[src/rtl/dds_phase_accumulator.sv]
// DDS phase accumulator: FTW/offset -> registered LUT address, one edge after each advance.
// FTW handshake stalls (ftw_ready_o low) while a wrap-aligned word is waiting to transfer.
module dds_phase_accumulator #(
    parameter int ACC_WIDTH  = 32,
    parameter int ADDR_WIDTH = 8
) (
    input  logic                  clk_i,
    input  logic                  rst_n_i,
    input  logic                  enable_i,
    input  logic                  phase_clear_i,
    input  logic                  update_at_wrap_i,
    input  logic [ACC_WIDTH-1:0]  ftw_i,
    input  logic                  ftw_valid_i,
    output logic                  ftw_ready_o,
    input  logic [ADDR_WIDTH-1:0] phase_offset_i,
    output logic [ADDR_WIDTH-1:0] address_o,
    output logic                  address_valid_o,
    output logic                  wrap_o
);

    typedef enum logic {
        IDLE    = 1'b0,
        PENDING = 1'b1
    } state_t;

    state_t                  r_state;
    state_t                  w_state_next;
    logic [ACC_WIDTH-1:0]    r_acc;
    logic [ACC_WIDTH-1:0]    r_active_ftw;
    logic [ACC_WIDTH-1:0]    r_pending_ftw;
    logic [ACC_WIDTH:0]      w_sum;
    logic [ACC_WIDTH-1:0]    w_acc_next;
    logic                    w_carry;
    logic                    w_accept;
    logic                    w_transfer;
    logic [ADDR_WIDTH-1:0]   w_addr_next;

    assign w_accept = ftw_valid_i && ftw_ready_o;
    assign w_sum    = {1'b0, r_acc} + {1'b0, r_active_ftw};

    always_comb begin
        w_acc_next = r_acc;
        w_carry    = 1'b0;
        if (phase_clear_i) begin
            w_acc_next = '0;
        end else if (enable_i) begin
            w_acc_next = w_sum[ACC_WIDTH-1:0];
            w_carry    = w_sum[ACC_WIDTH];
        end
    end

    // A zero active FTW never wraps, so any enabled edge releases the pending word.
    assign w_transfer = (r_state == PENDING) &&
                        (phase_clear_i ||
                         (enable_i && (w_carry || (r_active_ftw == '0))));

    assign w_addr_next = w_acc_next[ACC_WIDTH-1 -: ADDR_WIDTH] + phase_offset_i;

    always_ff @(posedge clk_i or negedge rst_n_i) begin
        if (!rst_n_i) begin
            r_state <= IDLE;
        end else begin
            r_state <= w_state_next;
        end
    end

    always_comb begin
        w_state_next = r_state;
        case (r_state)
            IDLE:    if (w_accept && update_at_wrap_i) w_state_next = PENDING;
            PENDING: if (w_transfer)                   w_state_next = IDLE;
            default: w_state_next = IDLE;
        endcase
    end

    always_comb begin
        ftw_ready_o = (r_state == IDLE);
    end

    always_ff @(posedge clk_i or negedge rst_n_i) begin
        if (!rst_n_i) begin
            r_acc           <= '0;
            r_active_ftw    <= '0;
            r_pending_ftw   <= '0;
            address_o       <= '0;
            address_valid_o <= 1'b0;
            wrap_o          <= 1'b0;
        end else begin
            r_acc           <= w_acc_next;
            address_o       <= w_addr_next;
            address_valid_o <= enable_i | phase_clear_i;
            wrap_o          <= w_carry;
            if (w_accept && !update_at_wrap_i) begin
                r_active_ftw <= ftw_i;
            end else if (w_transfer) begin
                r_active_ftw <= r_pending_ftw;
            end
            if (w_accept && update_at_wrap_i) begin
                r_pending_ftw <= ftw_i;
            end
        end
    end

endmodule

[config.mk]
export PLATFORM = sky130hd
export DESIGN_NAME = dds_phase_accumulator
export DESIGN_NICKNAME = d
export VERILOG_FILES = /design/src/rtl/dds_phase_accumulator.sv
export SDC_FILE = /design/constraint.sdc
export NUM_CORES = 1
export LEC_CHECK = 0
export BUFFER_PORTS_ARGS = -buffer_cell sky130_fd_sc_hd__buf_2
export CAP_MARGIN = 20
export CORE_ASPECT_RATIO = 0.8
export CORE_MARGIN = 2
export CORE_UTILIZATION = 45
export DETAILED_ROUTE_END_ITERATION = 6
export PLACE_DENSITY_LB_ADDON = 0.05
export REMOVE_ABC_BUFFERS = 1
export SLEW_MARGIN = 25
export SYNTH_ARGS = -nofsm -noshare
export SYNTH_HDL_FRONTEND = slang
export SYNTH_SLANG_ARGS = --single-unit
[constraint.sdc]
create_clock -name clk_i -period 5.1 [get_ports clk_i]
set_input_delay 0.51 -clock clk_i [delete_from_list [all_inputs] [get_ports clk_i]]
set_output_delay 0.51 -clock clk_i [all_outputs]
set_load 0.05 [all_outputs]
Word level (Yosys, flattened, before mapping)

Index checks and enable logic that the tools add are counted.
Widths: inputs -> output; s select.

Flip-flop bits (word level): 107
Output and inout port bits: 11
Word-level logic and storage cells: 32

Add/sub/neg operators: 2
Mux-type cells: 9
Bitwise gates (word level): 2
Reductions and logical operators: 11

Operators by type and width:

| operator          | count |
|---|---|
| $mux 32           | 4 |
| $add 32x32->33    | 1 |
| $logic_not 32->1  | 1 |
| $add 8x8->8       | 1 |
| $logic_and 1x1->1 | 5 |
| $mux 1            | 4 |
| $reduce_bool 2->1 | 2 |
| $logic_or 1x1->1  | 2 |
| $pmux 1 s2        | 1 |
| $logic_not 1->1   | 1 |
| $not 1->1         | 1 |
| $or 1x1->1        | 1 |

Longest topological paths before layout

Gate-level depths: netlist (run 1).

Depth after elaboration: 9
Gate-level depth with buffers: 18

Worst setup path after synthesis (run 1)

No wires, ideal clock.

Path type: register -> register
Start: reg r_active_ftw[13]
End: reg address_o[7]
Arrival time: 3.923 ns
Setup slack: 1.046 ns
Cell stages (with the launch flop): 18
Path buffers: 1
Period minus slack after synthesis: 4.054 ns
Cells stage by stage: dfrtp_1 > ha_1 > buf_2 > nor3_1 > o31ai_1 > a211oi_1 > a211oi_2 > o2111a_1 > mux2_2 > a221o_1 > ha_1 > a21oi_1 > o2111ai_1 > o211ai_1 > xnor2_1 > and4b_1 > a211oi_1 > nand3_1

Longest elaborated chain between the ends: 4

Ends and longest elaborated chain:

| element                | line | text |
|---|---|---|
| start, declared        | 29   | `logic [ACC_WIDTH-1:0] r_active_ftw;` |
| start signal, assigned | 94   | `r_active_ftw <= ftw_i;` |
| start signal, assigned | 96   | `r_active_ftw <= r_pending_ftw;` |
| $add 32x32->33         | 39   | `assign w_sum = {1'b0, r_acc} + {1'b0, r_active_ftw};` |
| $mux 32                | 46   | `end else if (enable_i) begin` |
| $mux 32                | 44   | `if (phase_clear_i) begin` |
| net w_acc_next[25]     | 32   | `logic [ACC_WIDTH-1:0] w_acc_next;` |
| $add 8x8->8            | 57   | `assign w_addr_next = w_acc_next[ACC_WIDTH-1 -: ADDR_WIDTH] + phase_offset_i;` |
| net w_addr_next[7]     | 36   | `logic [ADDR_WIDTH-1:0] w_addr_next;` |
| end signal, assigned   | 90   | `address_o <= w_addr_next;` |
| end, declared          | 16   | `output logic [ADDR_WIDTH-1:0] address_o,` |

The timed path passes the listed nets, and every way through them passes these cells. The select of a mux whose other input is x is not followed.
A chain may end at the register's enable or synchronous reset.

Worst setup path in the final report (run 1)

Ends and elaborated chain as after synthesis.

==> flow_summary.html, run 1 <==
<table>
<tr><th>Metric</th><th>Value</th></tr>
<tr><th colspan="2">Worst setup path</th></tr>
<tr><td>Worst setup endpoint</td><td>address_o[7]$_DFF_PN0_</td></tr>
<tr><td>Signal arrival time at the worst endpoint</td><td>4.98 ns</td></tr>
<tr><td>Slowest stage cell, crit path</td><td>sky130_fd_sc_hd__or4_1</td></tr>
<tr><td>Required arrival time at the worst endpoint</td><td>5.40 ns</td></tr>
<tr><td>Kind of launch point of the worst setup path</td><td>register</td></tr>
<tr><td>Endpoint type of the worst setup path</td><td>register</td></tr>
<tr><td>Worst R2R Start</td><td>r_active_ftw[13]$_DFFE_PN0P_</td></tr>
<tr><td>CP cell instances</td><td>ha_1 -&gt; nor3_1 -&gt; o31ai_1 -&gt; a211oi_1 -&gt; a211oi_2 -&gt; o21ai_0 -&gt; or4_1 -&gt; nand3_1 -&gt; ha_1 -&gt; nand3_1 -&gt; o2111ai_1 -&gt; o211ai_1 -&gt; xnor2_1 -&gt; nand3_1 -&gt; o221a_2 -&gt; nand3_1</td></tr>
<tr><td>Crit-path max FO</td><td>9</td></tr>
<tr><td>Critical path launch point</td><td>r_active_ftw[13]$_DFFE_PN0P_</td></tr>
<tr><td>Dominant cell type by count on the critical path</td><td>sky130_fd_sc_hd__nand3_1</td></tr>
<tr><td>Cell family contributing the most delay on the critical path</td><td>compound AO/OA/AOI/OAI gates</td></tr>
<tr><td>Crit path buffers/inverters</td><td>0</td></tr>
<tr><td>Crit path largest cell delay</td><td>0.56 ns</td></tr>
<tr><td>Critical Path Stages</td><td>16</td></tr>
<tr><td>Count of cells along the worst register-to-register path</td><td>16</td></tr>
<tr><td>Reg-to-reg setup timing slack</td><td>0.42 ns</td></tr>
<tr><td>Class of the most critical setup path</td><td>register to register</td></tr>
<tr><td>RR Endpoint</td><td>address_o[7]$_DFF_PN0_</td></tr>
<tr><th colspan="2">Finish</th></tr>
<tr><td>Commonest non-fill, non-tap cell in the layout</td><td>sky130_fd_sc_hd__dfrtp_1</td></tr>
<tr><td>Most frequent cells in the layout</td><td>sky130_fd_sc_hd__dfrtp_1, sky130_fd_sc_hd__a21oi_1, sky130_fd_sc_hd__nor2_1, sky130_fd_sc_hd__buf_2, sky130_fd_sc_hd__ha_1</td></tr>
<tr><td>Fin nets</td><td>854</td></tr>
<tr><td>Area growth from synthesis to layout</td><td>10.20%</td></tr>
<tr><td>Fraction of layout cells with a size suffix above 1</td><td>16.06%</td></tr>
<tr><td>Diode count</td><td>0</td></tr>
<tr><td>Final core utilization</td><td>50.88%</td></tr>
<tr><td>Count of fill cells added during filler insertion</td><td>1,392</td></tr>
<tr><th colspan="2">Synth</th></tr>
<tr><td>Synthesized area divided by synthesized cell count</td><td>9.450 um2</td></tr>
<tr><td>Fraction of registers with async set/reset</td><td>100.0%</td></tr>
<tr><td>Distinct cells, synth</td><td>62</td></tr>
<tr><td>Register bit count reported by yosys</td><td>107</td></tr>
<tr><td>Synthesis warning total</td><td>0</td></tr>
<tr><td>Sequential share of the synthesized area</td><td>38.50%</td></tr>
<tr><td>Synth Instances</td><td>736</td></tr>
<tr><td>Dominant register cell in the synthesized netlist</td><td>sky130_fd_sc_hd__dfrtp_1</td></tr>
<tr><td>Number of synthesized flops with an enable pin</td><td>0</td></tr>
<tr><td>Mapped Area</td><td>6955 um2</td></tr>
<tr><th colspan="2">Clock tree</th></tr>
<tr><td>TritonCTS clock tree</td><td>done</td></tr>
<tr><td>Clock edge transition at the registers on the reported setup and hold paths</td><td>0.08 ns</td></tr>
<tr><td>Deepest clock path buffer count</td><td>2</td></tr>
<tr><td># resized after CTS</td><td>0</td></tr>
<tr><td>Number of hold buffers added after cts</td><td>0</td></tr>
<tr><td>CTS sink cnt</td><td>107</td></tr>
<tr><td>Clock Root Buffer</td><td>sky130_fd_sc_hd__clkbuf_16</td></tr>
<tr><td>Worst skew pair latency</td><td>0.36 ns</td></tr>
<tr><td>CTS H-tree depth</td><td>3</td></tr>
<tr><td>Num CTS Buffers</td><td>9</td></tr>
<tr><td>Setup repair bufs after CTS</td><td>0</td></tr>
<tr><th colspan="2">Timing</th></tr>
<tr><td>Final cycle utilization of the critical path</td><td>91.73%</td></tr>
<tr><td>Post-route clock skew</td><td>0.01137 ns</td></tr>
<tr><td>Slew at the pin closest to its max-slew limit</td><td>0.9341 ns</td></tr>
<tr><td>Hold Vio Cnt, Final</td><td>0</td></tr>
<tr><td>Unrepaired setup endpoints after global routing</td><td>false</td></tr>
<tr><td>Max Clock Freq</td><td>213.8 MHz</td></tr>
<tr><td>Total Negative Setup Slacks</td><td>0 ns</td></tr>
<tr><td>Final min period</td><td>4.678 ns</td></tr>
<tr><td>Slew headroom</td><td>37.72%</td></tr>
<tr><td>Count of final max-slew check failures</td><td>0</td></tr>
<tr><td>Number of setup violations in the final report</td><td>0</td></tr>
<tr><th colspan="2">Run</th></tr>
<tr><td>Number of maximum-capacitance violations</td><td>0</td></tr>
<tr><th colspan="2">Power and ir drop</th></tr>
<tr><td>Maximum vdd ir drop</td><td>0.2520 mV</td></tr>
<tr><td>Pwr Density</td><td>677.3 nW/um2</td></tr>
<tr><td>Pleak</td><td>0.003366 uW</td></tr>
<tr><th colspan="2">Placed design</th></tr>
<tr><td>GP Congestion</td><td>0.9062</td></tr>
<tr><td>Buffers on Ports</td><td>56</td></tr>
<tr><td>Half-perimeter wire length of the detailed placement result</td><td>12,990 um</td></tr>
<tr><th colspan="2">GRT</th></tr>
<tr><td>Met3 Track Usage GR</td><td>5.664%</td></tr>
<tr><td>Highest-utilization routing layer at the global route stage</td><td>met1</td></tr>
<tr><td>Global-route met1 utilization</td><td>35.82%</td></tr>
<tr><td>Initial antenna violation count</td><td>0</td></tr>
<tr><td>Overall routing resource usage</td><td>23.19%</td></tr>
<tr><td>Pin count of the biggest net entering global routing</td><td>72</td></tr>
<tr><td>Global Route met2 Usage</td><td>32.34%</td></tr>
<tr><td>Via count of the first global-routing pass</td><td>5,461</td></tr>
<tr><td>Global-route wire length before repair</td><td>29,610 um</td></tr>
<tr><td>Total gr overflow</td><td>0</td></tr>
<tr><th colspan="2">Die</th></tr>
<tr><td>Height of the chip</td><td>115.2 um</td></tr>
<tr><td>Num rows</td><td>40</td></tr>
<tr><td>I/O pins</td><td>57</td></tr>
<tr><td>Die Area</td><td>16,470 um2</td></tr>
<tr><td>DIE WIDTH</td><td>143 um</td></tr>
<tr><td>Initial Utilization</td><td>46.17%</td></tr>
<tr><td>Floorplan core area</td><td>15,060 um2</td></tr>
<tr><th colspan="2">Route</th></tr>
<tr><td>Routed wirelength normalized by instance count</td><td>18.66 um</td></tr>
<tr><td>Drt first pass iters</td><td>5</td></tr>
<tr><td>Detail Route Antenna Nets</td><td>0</td></tr>
<tr><td>DRC violation count after routing</td><td>0</td></tr>
<tr><td>Sum of routed wire length over all layers</td><td>18,330 um</td></tr>
<tr><td>Via Count</td><td>5,838</td></tr>
<tr><td>Average via count per standard cell</td><td>5.945</td></tr>
<tr><td>Drt initial violations</td><td>368</td></tr>
<tr><th colspan="2">Outcome</th></tr>
<tr><td>Outcome</td><td>finished, final reports clean</td></tr>
<tr><th colspan="2">Worst hold path</th></tr>
<tr><td>Classification of the worst-slack hold path</td><td>input port to async pin</td></tr>
</table>
==> worst min-delay path by stage <==
stage,to,start,slack (ns)
floorplan,address_o[0]$_DFF_PN0_,rst_n_i,0.21
global placement,r_acc[14]$_DFFE_PN0P_,r_acc[14]$_DFFE_PN0P_,0.47
detailed placement,r_acc[7]$_DFFE_PN0P_,r_acc[7]$_DFFE_PN0P_,0.49
CTS,address_o[3]$_DFF_PN0_,rst_n_i,0.32
global route,address_o[1]$_DFF_PN0_,rst_n_i,0.36
finish,address_valid_o$_DFF_PN0_,rst_n_i,0.29
==> logic make-up after synthesis <==
| logic type | count (synthesis) | share of synthesized area, % |
|---|---|---|
| compound gates | 240 | 23.85 |
| simple gates | 208 | 15.20 |
| flops | 107 | 38.50 |
| buf+inv | 68 | 4.389 |
| mux | 45 | 7.070 |
| fa+ha+maj | 41 | 7.591 |
| xor+xnor | 27 | 3.400 |
==> synth_stat cells, types with 6 or more instances <==
cell                         n  area share, %
sky130_fd_sc_hd__a21o_1     17            1.8
sky130_fd_sc_hd__a31oi_1    33            3.0
sky130_fd_sc_hd__o21ai_0    30            2.2
sky130_fd_sc_hd__and3_1      6           0.54
sky130_fd_sc_hd__nand2_1    32            1.7
sky130_fd_sc_hd__ha_1       39            7.0
sky130_fd_sc_hd__nor3_1      9           0.65
sky130_fd_sc_hd__and2_1     10           0.90
sky130_fd_sc_hd__xnor2_1    13            1.6
sky130_fd_sc_hd__xor2_1     14            1.8
sky130_fd_sc_hd__nor2b_1    36            3.2
sky130_fd_sc_hd__nor2_1     58            3.1
sky130_fd_sc_hd__mux2_2     33            5.3
sky130_fd_sc_hd__a221o_1    34            4.9
sky130_fd_sc_hd__a21oi_1    71            5.1
sky130_fd_sc_hd__a211oi_1    8           0.86
sky130_fd_sc_hd__inv_1      21            1.1
sky130_fd_sc_hd__nor4_1      8           0.72
sky130_fd_sc_hd__dfrtp_1   107             38
sky130_fd_sc_hd__nand3_1    25            1.8
sky130_fd_sc_hd__buf_2       7           0.50
sky130_fd_sc_hd__mux2i_1    12            1.7
sky130_fd_sc_hd__clkbuf_1   30            1.6
==> where the power goes <==
group          switching, uW  internal, uW
Clock                    357           349
Sequential               346          1170
Combinational           1710          1260
==> final cells by class <==
| class | count | area (um2) | share of cell area, % |
|---|---|---|---|
| clock buffers | 10 | 229.0 | 2.987 |
| clock inverters | 6 | 65.06 | 0.8488 |
| inverters | 21 | 78.83 | 1.028 |
| multi-input cells | 561 | 3985 | 51.99 |
| flip-flops and latches | 107 | 2679 | 34.95 |
| well taps | 210 | 262.8 | 3.428 |
| repair buffers | 67 | 365.4 | 4.767 |
==> through the flow <==
stage	instance area, um2	hold WS (ns)	std cells	setup WS (ns)	power, uW
2_1_floorplan	6729	0.2144	689	0.7656	3710
3_5_place_dp	7371	0.4887	966	0.4956	4449
6_report	7665	0.2886	982	0.4217	5191
4_1_cts	7665	0.3243	982	0.4689	5179
3_3_place_gp	7371	0.4745	966	0.6301	4402
5_1_grt	7665	0.3610	982	0.04698	5623
==> sequential cells by signal, summed over array words and instances, names as in the netlist <==
signal	count
r_acc	32
r_active_ftw	32
r_pending_ftw	32
address_o	8
address_valid_o	1
r_state	1
wrap_o	1
==> routing by layer <==
| metal | part of all wire [%] | vias up |
|---|---|---|
| li1 | - | 2830 |
| met1 | 53 | 2828 |
| met2 | 40 | 167 |
| met3 | 6.2 | 13 |
| met4 | 1.1 | 0 |
| met5 | 0 | - |
Power figures use the tool's default switching activity.
==> run 2, diff against run 1 <==
--- a/config.mk
+++ b/config.mk
@@ -11,6 +11,7 @@
 export CORE_MARGIN = 2
 export CORE_UTILIZATION = 45
 export DETAILED_ROUTE_END_ITERATION = 6
+export MAX_ROUTING_LAYER = met4
 export PLACE_DENSITY_LB_ADDON = 0.05
 export REMOVE_ABC_BUFFERS = 1
 export SLEW_MARGIN = 25
==> constraint.sdc (replaced) <==
create_clock -name clk_i -period 6.05 [get_ports clk_i]
set_input_delay 0.605 -clock clk_i [delete_from_list [all_inputs] [get_ports clk_i]]
set_output_delay 0.605 -clock clk_i [all_outputs]
set_load 0.05 [all_outputs]
==> flow_summary.html, run 2 (same netlist as run 1, synthesis figures left out) <==
<table>
<tr><th>Metric</th><th>Value</th></tr>
<tr><th colspan="2">Clock tree</th></tr>
<tr><td>Number of hold buffers added after cts</td><td>0 (unchanged)</td></tr>
<tr><td>CTS sink cnt</td><td>107 (unchanged)</td></tr>
<tr><td>Clock edge transition at the registers on the reported setup and hold paths</td><td>0.08 ns (about the same)</td></tr>
<tr><td>Num CTS Buffers</td><td>9 (unchanged)</td></tr>
<tr><td>Worst skew pair latency</td><td>0.37 ns (about the same)</td></tr>
<tr><td>CTS H-tree depth</td><td>3 (unchanged)</td></tr>
<tr><td>Deepest clock path buffer count</td><td>2 (unchanged)</td></tr>
<tr><td>Setup repair bufs after CTS</td><td>0 (unchanged)</td></tr>
<tr><td>TritonCTS clock tree</td><td>done</td></tr>
<tr><td>Clock Root Buffer</td><td>sky130_fd_sc_hd__clkbuf_16</td></tr>
<tr><td># resized after CTS</td><td>0 (unchanged)</td></tr>
<tr><th colspan="2">Worst setup path</th></tr>
<tr><td>Class of the most critical setup path</td><td>register to register</td></tr>
<tr><td>Endpoint type of the worst setup path</td><td>register</td></tr>
<tr><td>Signal arrival time at the worst endpoint</td><td>5.09 ns (+0.11 ns)</td></tr>
<tr><td>Count of cells along the worst register-to-register path</td><td>16 (unchanged)</td></tr>
<tr><td>CP cell instances</td><td>ha_1 -&gt; nand2_1 -&gt; o31ai_1 -&gt; a211oi_1 -&gt; a211oi_2 -&gt; o21ai_0 -&gt; or4_1 -&gt; nand3_1 -&gt; ha_1 -&gt; nand3_1 -&gt; o2111ai_1 -&gt; o211ai_1 -&gt; xnor2_1 -&gt; nand3_1 -&gt; o221a_2 -&gt; nand3_1</td></tr>
<tr><td>Crit path largest cell delay</td><td>0.56 ns (about the same)</td></tr>
<tr><td>Slowest stage cell, crit path</td><td>sky130_fd_sc_hd__or4_1</td></tr>
<tr><td>Kind of launch point of the worst setup path</td><td>register</td></tr>
<tr><td>Required arrival time at the worst endpoint</td><td>6.36 ns (+0.96 ns)</td></tr>
<tr><td>Dominant cell type by count on the critical path</td><td>sky130_fd_sc_hd__nand3_1</td></tr>
<tr><td>Crit-path max FO</td><td>8 (-1)</td></tr>
<tr><th colspan="2">Timing</th></tr>
<tr><td>Final critical-path setup slack</td><td>1.264 ns (+0.8423 ns)</td></tr>
<tr><td>Number of setup violations in the final report</td><td>0 (unchanged)</td></tr>
<tr><td>Total Negative Setup Slacks</td><td>0 ns (unchanged)</td></tr>
<tr><td>Hold Vio Cnt, Final</td><td>0 (unchanged)</td></tr>
<tr><td>Slew at the pin closest to its max-slew limit</td><td>0.8265 ns (-0.1076 ns)</td></tr>
<tr><td>Count of final max-slew check failures</td><td>0 (unchanged)</td></tr>
<tr><td>Final min period</td><td>4.786 ns (+0.1077 ns)</td></tr>
<tr><td>Max Clock Freq</td><td>208.9 MHz (-2.3%)</td></tr>
<tr><td>Unrepaired setup endpoints after global routing</td><td>false</td></tr>
<tr><td>Post-route clock skew</td><td>0.01216 ns (+0.0007911 ns)</td></tr>
<tr><td>Final cycle utilization of the critical path</td><td>79.11% (-13 points)</td></tr>
<tr><td>Slew headroom</td><td>44.90% (+7.2 points)</td></tr>
<tr><td>Worst Hold Slack</td><td>0.2325 ns (-0.05617 ns)</td></tr>
<tr><th colspan="2">Route</th></tr>
<tr><td>Via Count</td><td>5,964 (+2.2%)</td></tr>
<tr><td>Drt initial violations</td><td>471 (+28%)</td></tr>
<tr><td>DRC violation count after routing</td><td>0 (unchanged)</td></tr>
<tr><td>Detail Route Antenna Nets</td><td>0 (unchanged)</td></tr>
<tr><td>Drt first pass iters</td><td>5 (unchanged)</td></tr>
<tr><td>Routed wirelength normalized by instance count</td><td>19.39 um (+3.9%)</td></tr>
<tr><td>Average via count per standard cell</td><td>6.080 (+2.3%)</td></tr>
<tr><td>Sum of routed wire length over all layers</td><td>19,020 um (+3.8%)</td></tr>
<tr><th colspan="2">GRT</th></tr>
<tr><td>Initial antenna violation count</td><td>0 (unchanged)</td></tr>
<tr><td>Total gr overflow</td><td>0 (unchanged)</td></tr>
<tr><td>Global-route wire length before repair</td><td>30,730 um (+3.8%)</td></tr>
<tr><td>Overall routing resource usage</td><td>25.05% (+1.9 points)</td></tr>
<tr><td>Via count of the first global-routing pass</td><td>5,487 (+0.48%)</td></tr>
<tr><td>Pin count of the biggest net entering global routing</td><td>66 (-8.3%)</td></tr>
<tr><th colspan="2">Outcome</th></tr>
<tr><td>Outcome</td><td>finished, final reports clean</td></tr>
<tr><th colspan="2">Die</th></tr>
<tr><td>Initial Utilization</td><td>46.17% (unchanged)</td></tr>
<tr><td>Die Area</td><td>16,470 um2 (unchanged)</td></tr>
<tr><td>I/O pins</td><td>57 (unchanged)</td></tr>
<tr><td>Height of the chip</td><td>115.2 um (unchanged)</td></tr>
<tr><td>Num rows</td><td>40 (unchanged)</td></tr>
<tr><td>Floorplan core area</td><td>15,060 um2 (unchanged)</td></tr>
<tr><td>DIE WIDTH</td><td>143 um (unchanged)</td></tr>
<tr><th colspan="2">Finish</th></tr>
<tr><td>Count of fill cells added during filler insertion</td><td>1,433 (+2.9%)</td></tr>
<tr><td>Largest registers</td><td>r_acc: 32 flops, r_active_ftw: 32 flops, r_pending_ftw: 32 flops</td></tr>
<tr><td>Area growth from synthesis to layout</td><td>10.09% (about the same)</td></tr>
<tr><td>Number of cells in the finished layout apart from fillers</td><td>981 (-0.10%)</td></tr>
<tr><td>Diode count</td><td>0 (unchanged)</td></tr>
<tr><td>Fraction of layout cells with a size suffix above 1</td><td>15.95% (-0.11 points)</td></tr>
<tr><td>Fin nets</td><td>853 (-0.12%)</td></tr>
<tr><td>Commonest non-fill, non-tap cell in the layout</td><td>sky130_fd_sc_hd__dfrtp_1</td></tr>
<tr><td>Most frequent cells in the layout</td><td>sky130_fd_sc_hd__dfrtp_1, sky130_fd_sc_hd__a21oi_1, sky130_fd_sc_hd__nor2_1, sky130_fd_sc_hd__buf_2, sky130_fd_sc_hd__ha_1</td></tr>
<tr><th colspan="2">Placed design</th></tr>
<tr><td>Number of instances in the placed design</td><td>965 (-0.10%)</td></tr>
<tr><td>Half-perimeter wire length of the detailed placement result</td><td>13,560 um (+4.4%)</td></tr>
<tr><td>Post-Place Worst Slack</td><td>1.354 ns (+0.8583 ns)</td></tr>
<tr><td>GP Congestion</td><td>0.9450 (+4.3%)</td></tr>
<tr><td>Buffers on Ports</td><td>56 (unchanged)</td></tr>
<tr><th colspan="2">Power and ir drop</th></tr>
<tr><td>Design Power</td><td>4431 uW (-15%)</td></tr>
<tr><td>Maximum vdd ir drop</td><td>0.1941 mV (-23%)</td></tr>
<tr><td>Pleak</td><td>0.003362 uW (-0.14%)</td></tr>
<tr><td>Pwr Density</td><td>578.7 nW/um2 (-15%)</td></tr>
<tr><th colspan="2">Worst hold path</th></tr>
<tr><td>Classification of the worst-slack hold path</td><td>input port to async pin</td></tr>
<tr><th colspan="2">Run</th></tr>
<tr><td>Number of maximum-capacitance violations</td><td>0 (unchanged)</td></tr>
</table>
run 2: changes by cell type in the layout (fill, tap and decap cells not counted):
cell / change
sky130_fd_sc_hd__buf_4: -1
run 2: stage by stage:
| stage | area [um2] | utilization, % |
|---|---|---|
| after floorplan | 6729 | - |
| after global placement | 7363 | 48.88 |
| after detailed placement | 7363 | 48.88 |
| after CTS | 7657 | 50.83 |
| after global routing | 7657 | 50.83 |
| final | 7657 | 50.83 |
run 2: path summary, 6_finish.rpt:
path | startpoint | end | slack (ns)
worst min register to register | r_acc[11]$_DFFE_PN0P_ | r_acc[11]$_DFFE_PN0P_ | 0.50
worst max-delay path | r_active_ftw[15]$_DFFE_PN0P_ | address_o[7]$_DFF_PN0_ | 1.26
worst max register to register | r_active_ftw[15]$_DFFE_PN0P_ | address_o[7]$_DFF_PN0_ | 1.26
min in group clk_i | phase_offset_i[0] | address_o[0]$_DFF_PN0_ | 0.46
max in group asynchronous | rst_n_i | r_acc[19]$_DFFE_PN0P_ | 4.54
worst min-delay path | rst_n_i | address_o[1]$_DFF_PN0_ | 0.23
run 2: layout make-up:
| cell class | count | area (um2) | share of cell area (%) |
|---|---|---|---|
| multi-input combinational | 561 | 3985 | 52.04 |
| sequential | 107 | 2679 | 34.98 |
| timing repair buffer | 66 | 357.8 | 4.673 |
| tap | 210 | 262.8 | 3.431 |
| clock buffer | 10 | 229.0 | 2.990 |
| inverter | 21 | 78.83 | 1.029 |
| clock inverter | 6 | 65.06 | 0.8497 |
run 2: worst max-delay path: cells and delay by family, from the launching register on:
kind	cells	cell delay [ns]
adders and majority gates	2	0.61
AOI/OAI and AO/OA	7	2.04
DFF	1	0.42
and+or+nand+nor	6	1.17
xor gates and xnor gates	1	0.48
run 2: power breakdown:
part,total [uW],internal (uW),switching [uW]
Sequential,1270,987,288
Clock,605,294,311
Combinational,2550,1060,1490
run 2: metal layers:
layer	up-vias	part of all wire, %	track usage (%)	wire length, um
met5	-	0	-	0
met4	0	1.1	5.677	206
met3	21	5.6	4.540	1065
met2	177	41	32.82	7714
met1	2935	53	39.33	10040
li1	2831	-	-	-
==> run 3, diff against run 2 <==
==> constraint.sdc (replaced) <==
create_clock -name clk_i -period 4.3 [get_ports clk_i]
set_input_delay 0.43 -clock clk_i [delete_from_list [all_inputs] [get_ports clk_i]]
set_output_delay 0.43 -clock clk_i [all_outputs]
set_load 0.05 [all_outputs]
==> flow_summary.html, run 3 (same netlist as run 1, synthesis figures left out) <==
<table>
<tr><th>Metric</th><th>Value</th></tr>
<tr><th colspan="2">GRT</th></tr>
<tr><td>Via count of the first global-routing pass</td><td>5,587 (+1.8%)</td></tr>
<tr><td>Initial antenna violation count</td><td>0 (unchanged)</td></tr>
<tr><td>Total gr overflow</td><td>0 (unchanged)</td></tr>
<tr><td>Overall routing resource usage</td><td>24.06% (-0.99 points)</td></tr>
<tr><td>Global-route wire length before repair</td><td>29,990 um (-2.4%)</td></tr>
<tr><td>Pin count of the biggest net entering global routing</td><td>78 (+18%)</td></tr>
<tr><th colspan="2">Placed design</th></tr>
<tr><td>Number of instances in the placed design</td><td>990 (+2.6%)</td></tr>
<tr><td>Half-perimeter wire length of the detailed placement result</td><td>13,150 um (-3.0%)</td></tr>
<tr><td>GP Congestion</td><td>0.9657 (+2.2%)</td></tr>
<tr><td>Cell area reported after detailed placement</td><td>7551 um2 (+2.5%)</td></tr>
<tr><td>Buffers on Ports</td><td>56 (unchanged)</td></tr>
<tr><th colspan="2">Worst setup path</th></tr>
<tr><td>CP cell instances</td><td>ha_4 -&gt; o21ai_0 -&gt; o211ai_1 -&gt; a211oi_2 -&gt; a211oi_2 -&gt; buf_4 -&gt; o21ai_0 -&gt; or4_1 -&gt; nand3_2 -&gt; ha_4 -&gt; nand3_1 -&gt; o2111ai_1 -&gt; o211ai_1 -&gt; xnor2_2 -&gt; nand3_1 -&gt; o221a_2 -&gt; nand3_1</td></tr>
<tr><td>Dominant cell type by count on the critical path</td><td>sky130_fd_sc_hd__nand3_1</td></tr>
<tr><td>Endpoint type of the worst setup path</td><td>register</td></tr>
<tr><td>Required arrival time at the worst endpoint</td><td>4.59 ns (-1.77 ns)</td></tr>
<tr><td>Class of the most critical setup path</td><td>register to register</td></tr>
<tr><td>Kind of launch point of the worst setup path</td><td>register</td></tr>
<tr><td>Signal arrival time at the worst endpoint</td><td>4.39 ns (-0.70 ns)</td></tr>
<tr><td>Crit path largest cell delay</td><td>0.54 ns (-0.02 ns)</td></tr>
<tr><td>Crit-path max FO</td><td>8 (unchanged)</td></tr>
<tr><td>Slowest stage cell, crit path</td><td>sky130_fd_sc_hd__or4_1</td></tr>
<tr><th colspan="2">Die</th></tr>
<tr><td>Floorplan core area</td><td>15,060 um2 (unchanged)</td></tr>
<tr><td>Num rows</td><td>40 (unchanged)</td></tr>
<tr><td>DIE WIDTH</td><td>143 um (unchanged)</td></tr>
<tr><td>Die Area</td><td>16,470 um2 (unchanged)</td></tr>
<tr><td>Initial Utilization</td><td>46.17% (unchanged)</td></tr>
<tr><td>Height of the chip</td><td>115.2 um (unchanged)</td></tr>
<tr><td>I/O pins</td><td>57 (unchanged)</td></tr>
<tr><th colspan="2">Timing</th></tr>
<tr><td>Max Clock Freq</td><td>243.8 MHz (+17%)</td></tr>
<tr><td>Hold Vio Cnt, Final</td><td>0 (unchanged)</td></tr>
<tr><td>Final min period</td><td>4.101 ns (-0.6847 ns)</td></tr>
<tr><td>Slew at the pin closest to its max-slew limit</td><td>0.7473 ns (-0.07924 ns)</td></tr>
<tr><td>Count of final max-slew check failures</td><td>0 (unchanged)</td></tr>
<tr><td>Final cycle utilization of the critical path</td><td>95.38% (+16 points)</td></tr>
<tr><td>Post-route clock skew</td><td>0.007418 ns (-0.004743 ns)</td></tr>
<tr><td>Number of setup violations in the final report</td><td>0 (unchanged)</td></tr>
<tr><td>Slew headroom</td><td>50.18% (+5.3 points)</td></tr>
<tr><th colspan="2">Clock tree</th></tr>
<tr><td>TritonCTS clock tree</td><td>done</td></tr>
<tr><td>Number of hold buffers added after cts</td><td>0 (unchanged)</td></tr>
<tr><td>CTS H-tree depth</td><td>3 (unchanged)</td></tr>
<tr><td>Num CTS Buffers</td><td>9 (unchanged)</td></tr>
<tr><td>CTS sink cnt</td><td>107 (unchanged)</td></tr>
<tr><td>Worst skew pair latency</td><td>0.36 ns (about the same)</td></tr>
<tr><td>Clock edge transition at the registers on the reported setup and hold paths</td><td>0.07 ns (about the same)</td></tr>
<tr><td>Deepest clock path buffer count</td><td>2 (unchanged)</td></tr>
<tr><td>Clock Root Buffer</td><td>sky130_fd_sc_hd__clkbuf_16</td></tr>
<tr><th colspan="2">Finish</th></tr>
<tr><td>Fin nets</td><td>884 (+3.6%)</td></tr>
<tr><td>Number of cells in the finished layout apart from fillers</td><td>1,011 (+3.1%)</td></tr>
<tr><td>Final core utilization</td><td>53.65% (+2.8 points)</td></tr>
<tr><td>Diode count</td><td>0 (unchanged)</td></tr>
<tr><td>Area of all placed cells without fillers</td><td>8083 um2 (+5.6%)</td></tr>
<tr><td>Commonest non-fill, non-tap cell in the layout</td><td>sky130_fd_sc_hd__dfrtp_1</td></tr>
<tr><td>Largest registers</td><td>r_acc: 32 flops, r_active_ftw: 32 flops, r_pending_ftw: 32 flops</td></tr>
<tr><td>Area growth from synthesis to layout</td><td>16.21%</td></tr>
<tr><td>Fraction of layout cells with a size suffix above 1</td><td>23.10% (+7.1 points)</td></tr>
<tr><td>Most frequent cells in the layout</td><td>sky130_fd_sc_hd__dfrtp_1, sky130_fd_sc_hd__a21oi_1, sky130_fd_sc_hd__nor2_1, sky130_fd_sc_hd__buf_2, sky130_fd_sc_hd__buf_4</td></tr>
<tr><th colspan="2">Route</th></tr>
<tr><td>Via Count</td><td>5,995 (+0.52%)</td></tr>
<tr><td>Drt initial violations</td><td>616 (+31%)</td></tr>
<tr><td>Sum of routed wire length over all layers</td><td>18,700 um (-1.7%)</td></tr>
<tr><td>Routed wirelength normalized by instance count</td><td>18.50 um (-4.6%)</td></tr>
<tr><td>Average via count per standard cell</td><td>5.930 (-2.5%)</td></tr>
<tr><td>Drt first pass iters</td><td>5 (unchanged)</td></tr>
<tr><td>Detail Route Antenna Nets</td><td>0 (unchanged)</td></tr>
<tr><td>DRC violation count after routing</td><td>0 (unchanged)</td></tr>
<tr><th colspan="2">Power and ir drop</th></tr>
<tr><td>Switching Share</td><td>45.35% (-1.8 points)</td></tr>
<tr><td>Pleak</td><td>0.003511 uW (+4.5%)</td></tr>
<tr><td>Maximum vdd ir drop</td><td>0.2398 mV (+24%)</td></tr>
<tr><td>Combinational group share of total power</td><td>61.1% (+3.5 points)</td></tr>
<tr><td>Pwr Density</td><td>826.8 nW/um2 (+43%)</td></tr>
<tr><td>Internal power contribution</td><td>3652 uW (+56%)</td></tr>
<tr><td>Part of the power in the clock network</td><td>12.0% (-1.7 points)</td></tr>
<tr><td>Switching power total</td><td>3030 uW (+45%)</td></tr>
<tr><td>Sequential power share</td><td>26.8% (-2.0 points)</td></tr>
<tr><td>Design Power</td><td>6683 uW (+51%)</td></tr>
<tr><th colspan="2">Outcome</th></tr>
<tr><td>Outcome</td><td>finished, final reports clean</td></tr>
<tr><th colspan="2">Worst hold path</th></tr>
<tr><td>Classification of the worst-slack hold path</td><td>input port to async pin</td></tr>
<tr><th colspan="2">Run</th></tr>
<tr><td>Number of maximum-capacitance violations</td><td>0 (unchanged)</td></tr>
</table>
==> run 3: power by group through the flow <==
stage               combinational [uW]  sequential, uW  clock [uW]
floorplan                         2600            1800           0
global route                      4510            1830         865
finish                            4090            1790         804
CTS                               3760            1750         831
global placement                  3680            1760           0
detailed placement                3720            1770           0
==> run 3: layout make-up <==
| cell class | instances | area (um2) |
|---|---|---|
| Fill cell | 1360 | 6982 |
| Clock buffer | 10 | 229.0 |
| Timing Repair Buffer | 97 | 594.3 |
| Clock inverter | 5 | 47.55 |
| Sequential cell | 107 | 2681 |
| Inverter | 21 | 78.83 |
| Tap cell | 210 | 262.8 |
| Multi-Input combinational cell | 561 | 4189 |
==> run 3: metal layers <==
| metal | up-vias | part of all wire (%) | global-route usage [%] | wire, um |
|---|---|---|---|---|
| met5 | - | 0 | - | 0 |
| met4 | 0 | 0.99 | 5.215 | 185 |
| met3 | 16 | 5.3 | 5.373 | 1000 |
| met2 | 157 | 40 | 31.83 | 7574 |
| met1 | 2940 | 53 | 37.00 | 9943 |
| li1 | 2882 | - | - | - |
==> run 3: final timing paths <==
| path | end | cells past startpoint | startpoint | slack, ns |
|---|---|---|---|---|
| min in group clk_i | address_o[0]$_DFF_PN0_ | 2 | phase_offset_i[0] | 0.30 |
| max in group asynchronous | r_active_ftw[20]$_DFFE_PN0P_ | 2 | rst_n_i | 3.31 |
| worst max register to register | address_o[7]$_DFF_PN0_ | 17 | r_active_ftw[11]$_DFFE_PN0P_ | 0.20 |
| worst max-delay path | address_o[7]$_DFF_PN0_ | 17 | r_active_ftw[11]$_DFFE_PN0P_ | 0.20 |
| worst min register to register | r_acc[20]$_DFFE_PN0P_ | 2 | r_acc[20]$_DFFE_PN0P_ | 0.50 |
| worst min-delay path | address_valid_o$_DFF_PN0_ | 1 | rst_n_i | 0.11 |
==> run 3: timing repair <==
item / in CTS / in global routing
gates resized for setup: 3 / 37
hold endpoints to repair: 0 / 0
buffers inserted: 0 / 6
setup endpoints to repair: 1 / 1
pin swaps: 0 / 18
==> run 3: through the flow <==
step,hold slack [ns],TNS (ns),setup WS [ns]
5_1_grt,0.1664,-0.01492,-0.01492
3_3_place_gp,0.4735,0,0.05003
3_5_place_dp,0.4801,-0.03389,-0.03389
4_1_cts,0.2841,0,0.04822
6_report,0.1057,0,0.1987
2_1_floorplan,0.1344,-1.101,-0.03440
==> run 3: critical path, delay by kind of cell (launching register included) <==
kind | cells | cell delay (ns)
adder cells (fa/ha/maj) | 2 | 0.47
XOR/XNOR | 1 | 0.35
flip-flops | 1 | 0.44
AO/OA/AOI/OAI | 8 | 1.66
AND/OR/NAND/NOR | 5 | 0.97
buffers and inverters | 1 | 0.17
